==> config.mk <==
export PLATFORM = sky130hd
export DESIGN_NAME = instr_fetch
export DESIGN_NICKNAME = d
export VERILOG_FILES = /design/src/rtl/cpu_pkg.sv /design/src/rtl/instr_fetch.sv
export SDC_FILE = /design/constraint.sdc
export NUM_CORES = 1
export LEC_CHECK = 0
export CAP_MARGIN = 20
export CORE_MARGIN = 2
export CORE_UTILIZATION = 42
export DETAILED_ROUTE_END_ITERATION = 12
export PLACE_DENSITY = 0.83
export SLEW_MARGIN = 0
export SYNTH_ARGS = -nofsm -noshare
export SYNTH_HDL_FRONTEND = slang
export SYNTH_SLANG_ARGS = --single-unit
==> constraint.sdc <==
create_clock -name clk -period 3.2 [get_ports clk]
set_input_delay 0.64 -clock clk [delete_from_list [all_inputs] [get_ports clk]]
set_output_delay 0.64 -clock clk [all_outputs]
set_load 0.05 [all_outputs]
==> src/rtl/cpu_pkg.sv <==
// Shared CPU definitions: fetch FSM states, reset constants and the RV32C
// instruction length decode used by fetch and by decode for link values.
package cpu_pkg;

   typedef enum logic [1:0] {
      IDLE,
      RUN,
      HOLD
   } fetch_state_t;

   localparam logic [31:0] NOP_INSTR        = 32'h0000_0013;
   localparam logic [15:0] RESET_PC_DEFAULT = 16'h0000;

   // Byte length of an instruction from its two lowest bits: 2'b11 marks a
   // 32-bit encoding, anything else is a 16-bit compressed instruction.
   function automatic logic [2:0] instr_len(input logic [1:0] lsb);
      return (lsb == 2'b11) ? 3'd4 : 3'd2;
   endfunction

endpackage

==> src/rtl/instr_fetch.sv <==
// Instruction fetch stage: drives a 1-cycle-latency halfword-addressable
// instruction memory and hands one instruction per cycle to decode over a
// valid/ready handshake. Supports 16/32-bit instructions, redirects and
// fetch gating while the program loader owns the memory.
module instr_fetch
   import cpu_pkg::*;
#(
   parameter logic [15:0] RESET_PC = RESET_PC_DEFAULT,
   parameter logic [31:0] NOP      = NOP_INSTR
) (
   input  logic        clk,
   input  logic        rst_n,
   input  logic        fetch_en_i,
   input  logic        jump_en_i,
   input  logic [15:0] jump_addr_i,
   output logic [15:0] mem_addr_o,
   output logic        mem_rd_en_o,
   input  logic [31:0] mem_rd_data_i,
   output logic [31:0] instr_o,
   output logic [15:0] instr_pc_o,
   output logic        instr_valid_o,
   input  logic        id_ready_i
);

   // Addresses are halfword aligned throughout, so the reset PC is too.
   localparam logic [15:0] ResetPcAligned = {RESET_PC[15:1], 1'b0};

   fetch_state_t state_q, state_d;
   logic [15:0]  pc_q, pc_d;
   logic [15:0]  req_pc_q, req_pc_d;
   logic [31:0]  hold_instr_q, hold_instr_d;

   logic [31:0]  cur_instr;
   logic [15:0]  seq_pc;
   logic [15:0]  jump_pc;
   logic [15:0]  addr;
   logic         rd_en;
   logic         valid;
   logic         unused_jump_lsb;

   assign unused_jump_lsb = jump_addr_i[0];
   assign jump_pc         = {jump_addr_i[15:1], 1'b0};
   assign cur_instr       = (state_q == HOLD) ? hold_instr_q : mem_rd_data_i;
   // 16-bit wrapping add; this is the mem_rd_data -> mem_addr next-PC loop.
   assign seq_pc          = req_pc_q + {13'd0, instr_len(cur_instr[1:0])};

   // Next-state, memory request and presentation decode.
   always_comb begin
      state_d      = state_q;
      pc_d         = pc_q;
      req_pc_d     = req_pc_q;
      hold_instr_d = hold_instr_q;
      addr         = req_pc_q;
      rd_en        = 1'b0;
      valid        = 1'b0;
      unique case (state_q)
         IDLE: begin
            // jump_en is deliberately ignored here.
            if (fetch_en_i) begin
               addr     = pc_q;
               rd_en    = 1'b1;
               req_pc_d = pc_q;
               state_d  = RUN;
            end
         end
         RUN, HOLD: begin
            if (jump_en_i) begin
               addr     = jump_pc;
               rd_en    = 1'b1;
               req_pc_d = jump_pc;
               state_d  = RUN;
            end else if (!fetch_en_i) begin
               // Unconsumed instruction is refetched from req_pc on re-enable.
               pc_d    = req_pc_q;
               state_d = IDLE;
            end else if (id_ready_i) begin
               valid    = 1'b1;
               addr     = seq_pc;
               rd_en    = 1'b1;
               req_pc_d = seq_pc;
               state_d  = RUN;
            end else begin
               valid        = 1'b1;
               hold_instr_d = cur_instr;
               state_d      = HOLD;
            end
         end
         default: state_d = IDLE;
      endcase
   end

   // Outputs; instr shows NOP whenever nothing valid is presented.
   always_comb begin
      mem_addr_o    = addr;
      // Keep the memory idle while reset is asserted, even with fetch_en high.
      mem_rd_en_o   = rd_en & rst_n;
      instr_valid_o = valid;
      instr_o       = valid ? cur_instr : NOP;
      instr_pc_o    = req_pc_q;
   end

   // State registers; reset drops any read still in flight.
   always_ff @(posedge clk or negedge rst_n) begin
      if (!rst_n) begin
         state_q      <= IDLE;
         pc_q         <= ResetPcAligned;
         req_pc_q     <= ResetPcAligned;
         hold_instr_q <= NOP;
      end else begin
         state_q      <= state_d;
         pc_q         <= pc_d;
         req_pc_q     <= req_pc_d;
         hold_instr_q <= hold_instr_d;
      end
   end

endmodule
=== Yosys cells after proc, flatten, opt, wreduce, memory -nomap -nowiden ===
Cells that the tools add are included.

* Latch bits: 0
* Logic and storage cells: 36
* Memories: 0
* ROM bits: 0
* Output and inout port bits: 66
* RAM bits: 0
* Input port bits: 53
* Flip-flop bits (word level): 66

* Muxes and demuxes: 20
* Divide/modulo/power cells: 0
* Shifts and indexed selects: 0
* Order comparisons: 0
* Bitwise logic cells: 3
* Reductions and logical operators: 4
* Equality and inequality tests: 4
* Multiply operators: 0
* Add/sub/neg operators: 1

{| class="wikitable"
|+ Operators by type and width
! cell !! count
|-
| two-way mux 16 bit || 4
|-
| two-way mux 32 bit || 2
|-
| one-hot mux 16 bit (2 select lines) || 1
|-
| adder 16 x 3 -> 16 bit || 1
|-
| two-way mux 2 bit || 4
|-
| two-way mux 1 bit || 6
|-
| == test 2 bit (second input constant) || 2
|-
| one-hot mux 2 bit (2 select lines) || 1
|-
| AND reduction 4 bit || 1
|-
| two-way mux 3 bit || 1
|-
| == test 2 x 1 -> 1 bit (second input constant) || 1
|-
| logical NOT 2 bit || 1
|-
| != test 2 bit (second input constant) || 1
|-
| NOT 1 bit || 2
|-
| one-hot mux 1 bit (2 select lines) || 1
|-
| AND reduction 2 bit || 1
|-
| OR reduction 2 bit || 1
|-
| AND 1 bit || 1
|}

=== Depth between registers and ports, before layout ===
* Depth in word-level cells: 9
* Depth in mapped cells: 12
* Gate-level depth less buffers: 10

=== Worst setup path after synthesis ===
Ideal clock, no wire load.

* Path kind: register -> output
* From: register state_q[0]
* To: output port mem_addr_o[12]
* Cell stages (with the launch flop): 13
* Slack: -0.913 ns
* Data required time: 2.560 ns
* Arrival: 3.473 ns
* Path buffers: 2
* Cell sequence: dfrtp_1 > inv_1 > ha_1 > clkbuf_1 > nor2b_1 > a32oi_1 > inv_1 > ha_1 > a21oi_1 > or4_1 > clkbuf_2 > mux2i_1 > o21ai_0

* Word-level cells in the longest chain between the ends: 9
* Elaborated cells between the ends (all ways): 12
* Those cells by class: 1 x add/sub; 3 x eq/ne; 6 x mux; 2 x reduce/logical

{| class="wikitable"
|+ Ends and longest elaborated chain
! what !! RTL line !! RTL
|-
| start, declared || instr_fetch.sv:28 || <nowiki>fetch_state_t state_q, state_d;</nowiki>
|-
| start signal, assigned || instr_fetch.sv:110 || <nowiki>state_q <= state_d;</nowiki>
|-
| == test 2 bit || instr_fetch.sv:43, instr_fetch.sv:56 ||
|-
| two-way mux 32 bit || instr_fetch.sv:43 || <nowiki>assign cur_instr = (state_q == HOLD) ? hold_instr_q : mem_rd_data_i;</nowiki>
|-
| == test 2 bit || cpu_pkg.sv:17 || <nowiki>return (lsb == 2'b11) ? 3'd4 : 3'd2;</nowiki>
|-
| two-way mux 3 bit || cpu_pkg.sv:17 ||
|-
| adder 16 x 3 -> 16 bit || instr_fetch.sv:45 || <nowiki>assign seq_pc = req_pc_q + {13'd0, instr_len(cur_instr[1:0])};</nowiki>
|-
| two-way mux 16 bit || instr_fetch.sv:76 || <nowiki>end else if (id_ready_i) begin</nowiki>
|-
| two-way mux 16 bit || instr_fetch.sv:72 || <nowiki>end else if (!fetch_en_i) begin</nowiki>
|-
| two-way mux 16 bit || n/a ||
|-
| one-hot mux 16 bit (2 select lines) (*) || instr_fetch.sv:56 || <nowiki>unique case (state_q)</nowiki>
|-
| end, declared || instr_fetch.sv:16 || <nowiki>output logic [15:0] mem_addr_o,</nowiki>
|}

Every way passes the cells marked *; elsewhere a longest branch is shown, timed or not.

=== Worst setup path after layout ===
* From: register state_q[0]
* To: output port mem_addr_o[3]

Same word-level chain as after synthesis.

==> metrics.txt <==
status finished with violations; failing checks negative setup slack; dpl ws -681 ps; Post-DP HPWL 7600 um; Diodes inserted 0; Slew HR 45.4%; Total GRT Usage 22.8%; H-Tree Depth 3; final core occ 70.8%; Seq cells post-synth 66; max_cap viols 0; Hold Violations, Final 0; initial antenna violation count 0; die area 0.00966 mm^2; WS Path Type reg2out; Routed Antenna Nets 0; Gate Count Post-Synth 343; Distinct cells, synth 50; Peak Freq 286 MHz; Final Wtd Congestion 0.941; DRT Pass-1 Iters 6; Worst Path Max Fanout 5; Post-synth ARST share 100%; area share of the leading cell type in the synthesized netlist 42.2%; crit start category flop; Pwr Density 901 mW/mm^2; fillcell total 618; Synth area leader dfrtp_1; Static Leak 2.54 nW; Worst IR Drop VDD 0.000942 V; starting density of the core 43.0%; final setup skew 9.95 ps; worst-margin pin slew 819 ps; largest cells by area after synthesis dfrtp_1 42%, mux2_2 14%, mux2i_1 9.1%, nor2_1 3.5%, a22oi_1 2.4%; Routed WL 10,800 um; CTS Buffer Depth 2; Slew Limit Fails 0; Setup violations, final 14; CTS clock-pin slew for the worst setup and hold paths 80 ps; final net count 544; number of synthesized flops with an enable pin 0; layout cells sized above 1 39.6%; Num CTS Buffers 9; Critical Path Sink Type primary output; sequential area share after synthesis 44.3%; root buf cell clkbuf_8; Die Height 98.3 um; Layout area overhead 64.4%; CTS sink cnt 66; Syn Nets 402; final instance area 0.00614 mm^2; clk_lat worst skew 350 ps; vias per cell 5.68; DR vias 3,396; Die W 98.3 um; Post-synth top cells 63 x dfrtp_1, 45 x mux2_2, 35 x nor2_1; Final period util 109%; GRT Residual Overflow 0; DR iter-0 viols 155; placed cell area 0.00567 mm^2; Tmin final 3500 ps; vias in the first global route 3,600; Ports 119; first-pass GRT wire length 17,800 um; CP required 2560 ps; Synth Area per Inst 10.9 um^2; PortBufs 117; DR WL/cell 18.0 um; largest net degree at the start of global routing 67; top-count cell post-synth dfrtp_1; Core Footprint 0.00868 mm^2; row cnt 34; Cell Area, Synth 0.00373 mm^2; Worst EP arrival 2860 ps; DRC Markers 0; CTS tree built; number of synthesis warnings 0; Most used DFF post-synth dfrtp_1; post-route setup slack -299 ps; RSZ-0062 raised after global routing true; Hold Path Class reg2reg
[per-stage QoR]
stage	std cells	power (mW)	hold WS, ps	TNS (ps)
after global placement	570	4.47	473	-6400
after CTS	594	5.48	510	-3290
after floorplan	343	3.31	344	-21.6
after detailed placement	570	4.56	493	-6750
after global routing	598	5.81	526	-4680
final	598	5.53	509	-2980
[layout make-up]
class	count	area (um^2)	area share (%)
Multi-Input combinational cell	244	2120	34.6
Timing Repair Buffer	157	1980	32.2
Sequential cell	66	1660	27.0
Clock buffer	11	141	2.30
Tap cell	108	135	2.20
Clock inverter	5	77.6	1.26
Inverter	7	30.0	0.489
[report_power, final]
group	total, mW	switching, mW	internal, mW
logic	3.20	1.70	1.50
clock network	0.784	0.327	0.457
registers	1.55	0.326	1.22
total	5.53	2.35	3.18
[layout by cell type (no fill, tap or decap), types with 4 or more instances in the layout]
master	n
nand2_1	14
nor2_1	35
o21ai_1	4
mux2_2	45
o21ai_0	6
a22o_1	7
nand4_1	5
a22oi_1	12
dfrtp_1	63
a222oi_1	7
mux2i_1	33
buf_12	49
buf_4	36
clkbuf_8	10
clkdlybuf4s50_1	64
[path summary, 6_finish.rpt]
check,start,endpoint,slack [ps],cells after the start
setup / recovery,state_q[0],mem_addr_o[3],-300,13
hold / removal,hold_instr_q[28],hold_instr_q[28],510,1
setup reg to reg,state_q[1],hold_instr_q[11],630,8
hold reg to reg,hold_instr_q[28],hold_instr_q[28],510,1
max in group asynchronous,rst_n,instr_pc_o[9],2150,2
min in group asynchronous,rst_n,state_q[0],530,2
[routing by layer]
layer | global-route usage [%] | vias up | wire length, um
met5 | 0 | - | 0
met2 | 37.8 | 156 | 5380
met1 | 29.3 | 1672 | 4370
met4 | 8.64 | 0 | 221
met3 | 5.23 | 21 | 789
li1 | - | 1547 | -
[what timing repair did]
item / in CTS / in global routing
gates cloned: 0 / 0
pin swaps: 14 / 11
endpoints found under the hold margin: 0 / 0
resized for setup: 33 / 11
hold buffers: 0 / 0
endpoints found under the setup margin: 15 / 40
setup buffers: 8 / 5
[worst max-delay path: stages, from the launching register on]
cell and delay [ps]:
dfrtp_1 390, inv_2 80, ha_4 170, nor2b_4 50
a32oi_2 200, buf_4 150, inv_2 40, fa_2 370
buf_6 130, and3_4 170, xnor2_2 150, o21ai_1 80
a221o_2 360, buf_8 160
[registers in the layout, indices dropped and copies added (netlist names)]
name and count:
pc_q 16, instr_pc_o 16, state_q 2, hold_instr_q 32
[cell families (layout without fill, tap and decap cells)]
kind of cell	Yosys count	count (layout)	synth area share (%)
buffers and inverters	33	180	4.49
XOR/XNOR	6	6	1.41
AO/OA/AOI/OAI	59	59	11.8
adder cells (fa/ha/maj)	6	6	2.21
AND/OR/NAND/NOR	91	91	12.2
flip-flops	66	66	44.3
multiplexers	82	82	23.6
Note: power is estimated with default switching activity, not from simulation.
